<file path="src/rtl/if_fetch_unit_if.sv">
// Instruction-RAM request/acknowledge port between the IF stage (master) and the instruction memory (slave).
interface if_fetch_unit_if;
  logic        iram_req_o;
  logic [31:0] iram_addr_o;
  logic        iram_ack_i;
  logic [31:0] iram_rdata_i;

  modport master (
    output iram_req_o,
    output iram_addr_o,
    input  iram_ack_i,
    input  iram_rdata_i
  );

  modport slave (
    input  iram_req_o,
    input  iram_addr_o,
    output iram_ack_i,
    output iram_rdata_i
  );
endinterface

</file>
<file path="src/rtl/if_fetch_unit.sv">
// IF stage: PC owner, req/ack instruction fetch, flush/branch redirect with one delay slot, stale-ack drop.
// Optional macro IF_MISALIGN_EXC_EN: a misaligned PC is not fetched and raises excepttype_o[ADEL_BIT].
module if_fetch_unit #(
  parameter logic [31:0] RESET_PC = 32'h0000_0000,
  parameter logic [31:0] NOP_INST = 32'h0000_0000,
  parameter int          ADEL_BIT = 4
) (
  input  logic            clk,
  input  logic            rst,
  input  logic [5:0]      stall,
  input  logic            flush,
  input  logic [31:0]     new_pc,
  input  logic            branch_flag_i,
  input  logic [31:0]     branch_target_address_i,
  output logic            stallreq_o,
  if_fetch_unit_if.master iram,
  output logic [31:0]     pc_o,
  output logic [31:0]     inst_o,
  output logic [31:0]     excepttype_o
);

  localparam logic [1:0]  S_IDLE    = 2'd0;
  localparam logic [1:0]  S_REQ     = 2'd1;
  localparam logic [1:0]  S_VALID   = 2'd2;
  localparam logic [1:0]  S_DISCARD = 2'd3;
  localparam logic [31:0] ADEL_MASK = 32'd1 << ADEL_BIT;

  logic [1:0]  r_state;
  logic [31:0] r_pc;
  logic [31:0] r_buf;
  logic        r_pend;
  logic [31:0] r_ptgt;
  logic [31:0] r_stale_addr;
  logic        r_adel;

  logic [1:0]  w_state_nxt;
  logic [31:0] w_pc_nxt;
  logic [31:0] w_buf_nxt;
  logic        w_pend_nxt;
  logic [31:0] w_ptgt_nxt;
  logic [31:0] w_stale_nxt;
  logic        w_adel_nxt;

  logic        w_branch;
  logic        w_advance;
  logic [31:0] w_next_pc;
  logic        w_misalign;
  logic [31:0] w_fetch_addr;
  logic        w_unused;

`ifdef IF_MISALIGN_EXC_EN
  assign w_misalign   = (r_pc[1:0] != 2'b00);
  assign w_fetch_addr = r_pc;
`else
  assign w_misalign   = 1'b0;
  assign w_fetch_addr = {r_pc[31:2], 2'b00};
`endif

  assign w_branch  = branch_flag_i && !stall[2];
  assign w_advance = (r_state == S_VALID) && !stall[0];
  assign w_next_pc = w_branch ? branch_target_address_i
                   : (r_pend ? r_ptgt : r_pc + 32'd4);
  assign w_unused  = ^{stall[5:3], stall[1]};

  // Next-state, PC redirect and delay-slot bookkeeping
  always_comb begin
    w_state_nxt = r_state;
    w_pc_nxt    = r_pc;
    w_buf_nxt   = r_buf;
    w_pend_nxt  = r_pend;
    w_ptgt_nxt  = r_ptgt;
    w_stale_nxt = r_stale_addr;
    w_adel_nxt  = r_adel;
    if (flush) begin
      w_pc_nxt   = new_pc;
      w_pend_nxt = 1'b0;
      w_adel_nxt = 1'b0;
      case (r_state)
        S_REQ: begin
          // An outstanding request must still be acked, so remember its address
          if (iram.iram_ack_i || w_misalign) begin
            w_state_nxt = S_REQ;
          end else begin
            w_state_nxt = S_DISCARD;
            w_stale_nxt = w_fetch_addr;
          end
        end
        S_DISCARD: begin
          if (iram.iram_ack_i) w_state_nxt = S_REQ;
          else                 w_state_nxt = S_DISCARD;
        end
        default: w_state_nxt = S_REQ;
      endcase
    end else begin
      case (r_state)
        S_IDLE: w_state_nxt = S_REQ;
        S_REQ: begin
          if (w_misalign) begin
            w_state_nxt = S_VALID;
            w_buf_nxt   = NOP_INST;
            w_adel_nxt  = 1'b1;
          end else if (iram.iram_ack_i) begin
            w_state_nxt = S_VALID;
            w_buf_nxt   = iram.iram_rdata_i;
          end else begin
            w_state_nxt = S_REQ;
          end
        end
        S_VALID: begin
          if (w_advance) begin
            w_state_nxt = S_REQ;
            w_pc_nxt    = w_next_pc;
            w_pend_nxt  = 1'b0;
            w_adel_nxt  = 1'b0;
          end else begin
            w_state_nxt = S_VALID;
          end
        end
        S_DISCARD: begin
          if (iram.iram_ack_i) w_state_nxt = S_REQ;
          else                 w_state_nxt = S_DISCARD;
        end
        default: w_state_nxt = S_IDLE;
      endcase
      // Branch seen while the PC cannot move yet: apply it at the next advance
      if (w_branch && !w_advance) begin
        w_pend_nxt = 1'b1;
        w_ptgt_nxt = branch_target_address_i;
      end else begin
        w_ptgt_nxt = r_ptgt;
      end
    end
  end

  // State and datapath registers
  always_ff @(posedge clk or negedge rst) begin
    if (!rst) begin
      r_state      <= S_IDLE;
      r_pc         <= RESET_PC;
      r_buf        <= NOP_INST;
      r_pend       <= 1'b0;
      r_ptgt       <= 32'h0000_0000;
      r_stale_addr <= 32'h0000_0000;
      r_adel       <= 1'b0;
    end else begin
      r_state      <= w_state_nxt;
      r_pc         <= w_pc_nxt;
      r_buf        <= w_buf_nxt;
      r_pend       <= w_pend_nxt;
      r_ptgt       <= w_ptgt_nxt;
      r_stale_addr <= w_stale_nxt;
      r_adel       <= w_adel_nxt;
    end
  end

  assign iram.iram_req_o  = ((r_state == S_REQ) && !w_misalign) || (r_state == S_DISCARD);
  assign iram.iram_addr_o = (r_state == S_DISCARD) ? r_stale_addr : w_fetch_addr;
  assign stallreq_o       = (r_state != S_VALID);
  assign pc_o             = r_pc;
  assign inst_o           = (r_state == S_VALID) ? r_buf : NOP_INST;
  assign excepttype_o     = r_adel ? ADEL_MASK : 32'h0000_0000;

endmodule

</file>
<file path="src/flat_wrapper.sv">
// flat-port wrapper written by rule: the top's interface ports become plain ports
module if_fetch_unit_flat 
#(
  parameter logic [31:0] RESET_PC = 32'h0000_0000,
  parameter logic [31:0] NOP_INST = 32'h0000_0000,
  parameter int          ADEL_BIT = 4
)
  (clk, rst, stall, flush, new_pc, branch_flag_i, branch_target_address_i, stallreq_o, pc_o, inst_o, excepttype_o, iram_iram_req_o, iram_iram_addr_o, iram_iram_ack_i, iram_iram_rdata_i);
  if_fetch_unit_if iram_i ();
  input  logic clk;
  input  logic rst;
  input  logic [5:0] stall;
  input  logic flush;
  input  logic [31:0] new_pc;
  input  logic branch_flag_i;
  input  logic [31:0] branch_target_address_i;
  output logic stallreq_o;
  output logic [31:0] pc_o;
  output logic [31:0] inst_o;
  output logic [31:0] excepttype_o;
  output wire logic [$bits(iram_i.iram_req_o)-1:0] iram_iram_req_o;
  output wire logic [$bits(iram_i.iram_addr_o)-1:0] iram_iram_addr_o;
  input wire logic [$bits(iram_i.iram_ack_i)-1:0] iram_iram_ack_i;
  input wire logic [$bits(iram_i.iram_rdata_i)-1:0] iram_iram_rdata_i;
  assign iram_iram_req_o = iram_i.iram_req_o;
  assign iram_iram_addr_o = iram_i.iram_addr_o;
  assign iram_i.iram_ack_i = iram_iram_ack_i;
  assign iram_i.iram_rdata_i = iram_iram_rdata_i;
  if_fetch_unit #(.RESET_PC(RESET_PC), .NOP_INST(NOP_INST), .ADEL_BIT(ADEL_BIT)) u_core (.clk(clk), .rst(rst), .stall(stall), .flush(flush), .new_pc(new_pc), .branch_flag_i(branch_flag_i), .branch_target_address_i(branch_target_address_i), .stallreq_o(stallreq_o), .iram(iram_i), .pc_o(pc_o), .inst_o(inst_o), .excepttype_o(excepttype_o));
endmodule
</file>
<file path="config.mk">
export PLATFORM = sky130hd
export DESIGN_NAME = if_fetch_unit_flat
export DESIGN_NICKNAME = d
export VERILOG_FILES = /design/src/rtl/if_fetch_unit_if.sv /design/src/rtl/if_fetch_unit.sv /design/src/flat_wrapper.sv
export SDC_FILE = /design/constraint.sdc
export NUM_CORES = 1
export LEC_CHECK = 0
export BUFFER_PORTS_ARGS = -buffer_cell sky130_fd_sc_hd__clkbuf_2
export CORE_ASPECT_RATIO = 1.1
export CORE_MARGIN = 2
export CORE_UTILIZATION = 51
export CTS_CLUSTER_SIZE = 40
export DETAILED_ROUTE_END_ITERATION = 10
export PLACE_DENSITY = 0.8
export SLEW_MARGIN = 20
export SYNTH_ARGS = -nofsm -noshare
export SYNTH_HDL_FRONTEND = slang
export SYNTH_SLANG_ARGS = --single-unit
</file>
<file path="constraint.sdc">
create_clock -name clk -period 2.4 [get_ports clk]
set_clock_uncertainty 0.1 [all_clocks]
set_input_delay 0 -clock clk [delete_from_list [all_inputs] [get_ports clk]]
set_output_delay 0 -clock clk [all_outputs]
set_load 0.02 [all_outputs]
</file>
* Yosys cells after proc, flatten, opt, wreduce, memory -nomap -nowiden *
Index checks and enable logic that the tools add are counted.

word-level totals
  register bits = 130
  bits in latches = 0
  bits in writable memories = 0
  memory bits (read-only) = 0
  bits of input ports = 107
  logic and storage cells = 51
  memories = 0

operators by class
  $add $sub $neg = 1
  multiply operators = 0
  div/mod/pow operators = 0
  $lt $le $gt $ge = 0
  equal/unequal tests = 4
  shifts and indexed selects = 0
  multiplexer cells = 19
  bitwise operators = 2
  reduce and logical (&&, ||, !) cells = 18

operators by type and width
  kind                     count
  $mux W32                 7
  $add A32 B3 Y32 const B  1
  $mux W2                  5
  $pmux W2 S4              1
  $reduce_and A2 Y1        3
  $reduce_and A3 Y1        2
  $reduce_bool A3 Y1       2
  $mux W1                  5
  $mux W5                  1
  $eq A2 B2 Y1 const B     2
  $reduce_bool A2 Y1       2
  $logic_and A1 B1 Y1      3
  $logic_not A1 Y1         3
  $eq A2 B1 Y1 const B     1
  $logic_not A2 Y1         1
  $ne A2 B2 Y1 const B     1
  $not A1 Y1               2
  $reduce_or A2 Y1         1
  $logic_or A1 B1 Y1       1

* Depth between registers and ports, before layout *
  depth after elaboration = 6
  depth in mapped cells = 8

* Worst setup path after synthesis *
No wires, ideal clock.

  path kind = flip-flop to flip-flop
  start = reg u_core.r_pc[4], in the netlist u_core.pc_o[4]
  end = reg u_core.r_pc[27], in the netlist u_core.pc_o[27]
  setup time = 0.126 ns
  arrival time = 1.881 ns
  required time = 2.174 ns
  path slack = 0.293 ns
  cell stages (with the launch flop) = 7
  clock period less this slack = 2.107 ns
  cells stage by stage = dfrtp_1 buf_2 nand4_2 nor4_2 nand3_1 mux2i_1 a221o_1

between the ends
  cells in the longest elaborated chain, start to end = 6

RTL lines
  element                   RTL line              source
  start: declaration        if_fetch_unit.sv:29   logic [31:0] r_pc;
  start signal: assignment  if_fetch_unit.sv:147  r_pc <= w_pc_nxt;
  $add A32 B3 Y32           if_fetch_unit.sv:62   : (r_pend ? r_ptgt : r_pc + 32'd4);
  $mux W32                  if_fetch_unit.sv:62
  $mux W32                  if_fetch_unit.sv:61   assign w_next_pc = w_branch ? branch_target_address_i
  $mux W32                  if_fetch_unit.sv:110  if (w_advance) begin
  $mux W32                  if_fetch_unit.sv:95   case (r_state)
  $mux W32                  if_fetch_unit.sv:74   if (flush) begin

Every way passes these cells. The select of a mux whose other input is x is not followed.
A chain may end at the register's enable or synchronous reset.

* Final worst setup path *
  start = reg u_core.r_pend
  end = reg u_core.r_pc[4], in the netlist u_core.pc_o[4]

between the ends
  cells in the longest elaborated chain, start to end = 5

RTL lines
  element                   RTL line              source
  start: declaration        if_fetch_unit.sv:31   logic r_pend;
  start signal: assignment  if_fetch_unit.sv:149  r_pend <= w_pend_nxt;
  $mux W32                  if_fetch_unit.sv:62
  $mux W32                  if_fetch_unit.sv:61
  $mux W32                  if_fetch_unit.sv:110
  $mux W32                  if_fetch_unit.sv:95
  $mux W32                  if_fetch_unit.sv:74

Every way passes these cells. The select of a mux whose other input is x is not followed.

==> flow_summary.json <==
{
  "cp_num_buf_inv": 3,
  "synth_top_area_frac": 0.446,
  "required_ns": 2.66,
  "synth_compound_area_frac": 0.127,
  "root_buffer": "clkbuf_16",
  "grt_use_total": 0.310,
  "cp_top_family": "buffers and inverters",
  "yosysSeqAreaShare": 0.446,
  "yosys.area_share.simple": 0.143,
  "synth-edff-count": 0,
  "r2r_cells": 7,
  "clk_pin_slew_ns": 0.06,
  "power_density_mw_per_mm2": 746,
  "seqPwrFrac": 0.402,
  "outcome": "finished clean",
  "clock_sinks": 129,
  "hp-class": "in2async",
  "die_x_microns": 118,
  "yosysWarnings": 0,
  "synth_xor_area_frac": 0.00969,
  "n_fill_cell": 924,
  "start_util": 0.522,
  "wl_per_cell_microns": 19.4,
  "seqCellArea_sq_mm": 0.00323,
  "rows": 45,
  "max_slew_margin": 0.546,
  "synth_top_family_by_area": "multiplexers",
  "place_inst": 1068,
  "rrSetupSlack_ns": 0.05,
  "syn_inst": 700,
  "cts_buffers": 17,
  "finalSetupViolations": 0,
  "cp-start-kind": "flip-flop",
  "slew_violations": 0,
  "wirelength_microns": 23600,
  "core-area_sq_mm": 0.0139,
  "drcViolationCount": 0,
  "cp_max_fo": 14,
  "nets": 1121,
  "dr.pass1.iters": 6,
  "ys_ff_latch": 129,
  "fin_cells": 1213,
  "postSynthAreaPerCell_sq_um": 10.3,
  "dieArea_sq_mm": 0.0152,
  "crit_chain": "clkinvlp_4 > buf_4 > mux2i_1 > o211ai_1 > o21ai_0 > o21ai_0 > dlygate4sd3_1",
  "fin_tns_setup_ns": 0,
  "ant_nets": 0,
  "ir_drop_v": 0.000460,
  "ys.flop_type": "dfrtp_1",
  "grt_max_degree": 65,
  "multi_input_area_sq_mm": 0.00364,
  "crit_arrival_ns": 2.60,
  "max_stage_delay_ns": 0.58,
  "fin_area_sq_mm": 0.0101,
  "power_report.internal_total_uw": 5230,
  "place.gp.congestion": 0.921,
  "cts_buffer_depth": 2,
  "worst_slew_pin_slew_ns": 0.677,
  "fmax_mhz": 426,
  "cts_tree": "yes",
  "viasPerCell": 5.84,
  "synth_most_common_cell": "dfrtp_1",
  "drive_gt1_frac": 0.399,
  "async_flop_share": 1.00,
  "yosysTopAreaCell": "dfrtp_1",
  "htreeDepth": 4,
  "grt_antenna_before_repair": 0,
  "r2r-start": "u_core.r_pend",
  "placed_area_sq_mm": 0.00842,
  "synthTopCellsByArea": "dfrtp_1, mux2_2, buf_4, nand2_1, a21oi_1",
  "areaGrowthSynthToFinish_pct": 40.3,
  "swShare": 0.309,
  "finalCritPeriodShare": 0.977,
  "clkPwrFrac": 0.326,
  "worstSetupPathType": "reg2reg",
  "grt_first_pass_wirelength_microns": 37000,
  "fin_crit_ns": 2.35,
  "grt-ovfl-total": 0,
  "drv_cap": 0,
  "crit_slowest_cell": "dlygate4sd3_1",
  "synthAdderAreaFrac": 0.00173,
  "p_leak_uw": 0.00459,
  "power_uw": 7570,
  "end_kind": "flip-flop",
  "crit_top_cell": "o21ai_0",
  "yosys-top-cells-count": "dfrtp_1, mux2_2, nand2_1, a21oi_1, buf_4",
  "grt_pass1_vias": 7078,
  "dp_hpwl_microns": 14200,
  "p_sw_uw": 2340,
  "ys_types": 63,
  "rsz0062_at_grt": "no",
  "reg2reg_to": "u_core.pc_o[4]",
  "drtIter0Drc": 643,
  "finalHoldViolCount": 0,
  "routed-via-count": 7089,
  "top_level_ports": 237,
  "synth_mux_area_frac": 0.199,
  "syn_area_sq_mm": 0.00723,
  "combPwrFrac": 0.273,
  "die_h_microns": 129,
  "clk_latency_ns": 0.43,
  "port_buffers": 198
}
## worst max path at each step
stage                 startpoint                end  slack, ns  depth (start not counted)
2_1_floorplan     u_core.pc_o[4]    u_core.pc_o[27]       0.29                          6
3_3_place_gp   u_core.r_state[1]  u_core.r_ptgt[22]       0.18                          5
3_5_place_dp   u_core.r_state[1]  u_core.r_ptgt[29]       0.11                          5
4_1_cts        u_core.r_state[1]  u_core.r_ptgt[29]       0.11                          5
5_1_grt            u_core.r_pend     u_core.pc_o[4]      0.006                          7
6_report           u_core.r_pend     u_core.pc_o[4]       0.05                          7
## worst register-to-register path, cell delays in order, from the launching register on
cell and delay (ns):
dfrtp_1 0.41, clkinvlp_4 0.30, buf_4 0.28, mux2i_1 0.13, o211ai_1 0.19, o21ai_0 0.12, o21ai_0 0.17, dlygate4sd3_1 0.58
## cell type report
class,count,area share
flip-flops and latches,129,0.318
well taps,188,0.0232
inverters,10,0.00407
clock buffers,24,0.0494
clock inverters,6,0.00543
repair buffers,351,0.241
multi-input cells,504,0.358
diodes,1,0.000247
## metrics by stage
stage           util  setup WS, ns  hold WS (ns)
6_report       0.733        0.0547        0.0414
5_1_grt        0.732       0.00602        0.0897
4_1_cts        0.728         0.106        0.0352
3_5_place_dp   0.608         0.112       -0.0594
3_3_place_gp   0.608         0.178       -0.0691
2_1_floorplan      -         0.293        -0.396
## sequential cells by signal, summed over array words and instances (netlist names)
| name | flops |
|---|---|
| u_core.r_stale_addr | 30 |
| u_core.pc_o | 32 |
| u_core.r_buf | 32 |
| u_core.r_ptgt | 32 |
| u_core.r_state | 2 |
| u_core.r_pend | 1 |
## kinds of logic (layout without fill, tap and decap cells)
| kind of cell | count (synthesis) | after routing |
|---|---|---|
| buf+inv | 100 | 391 |
| simple gates | 193 | 193 |
| flops | 129 | 129 |
| xor+xnor | 8 | 8 |
| other cells | 1 | 35 |
| fa+ha+maj | 1 | 1 |
| compound gates | 140 | 140 |
| mux | 128 | 128 |
## repair_timing
item	in CTS	in global routing
setup endpoints to repair	0	5
hold buffers	111	0
endpoints found under the hold margin	203	0
buffers inserted	0	3
gates resized for setup	0	9
## power groups by stage
stage	logic (uW)	registers, uW	clock network (uW)
after floorplan	1260	3010	0
after global placement	1800	3010	0
after detailed placement	1840	3040	0
after CTS	2010	3010	2490
after global routing	2210	3100	2590
final	2060	3040	2470
## cell usage in the layout (no fill, tap or decap), drive strengths merged, types with 5 or more instances in the layout
cell	count
nor4	6
a211oi	6
nand2	57
clkbuf	221
o21ai	30
inv	9
and3	6
mux2	124
a311oi	5
nand3	24
or3	6
buf	43
nand4	15
conb	34
clkinv	5
dfrtp	129
o211ai	11
a21oi	42
nor2	23
dlygate4sd3	111
and2	32
o22ai	6
xor2	6
nor3	5
## per-layer routing
layer / GRT usage / up-vias / routed length (microns)
met5: 0 / - / 0
met4: 0.147 / 0 / 1020
met3: 0.0891 / 113 / 2310
met2: 0.519 / 516 / 11300
met1: 0.374 / 3353 / 8950
li1: - / 3107 / -
Note: power is estimated with default switching activity, not from simulation.
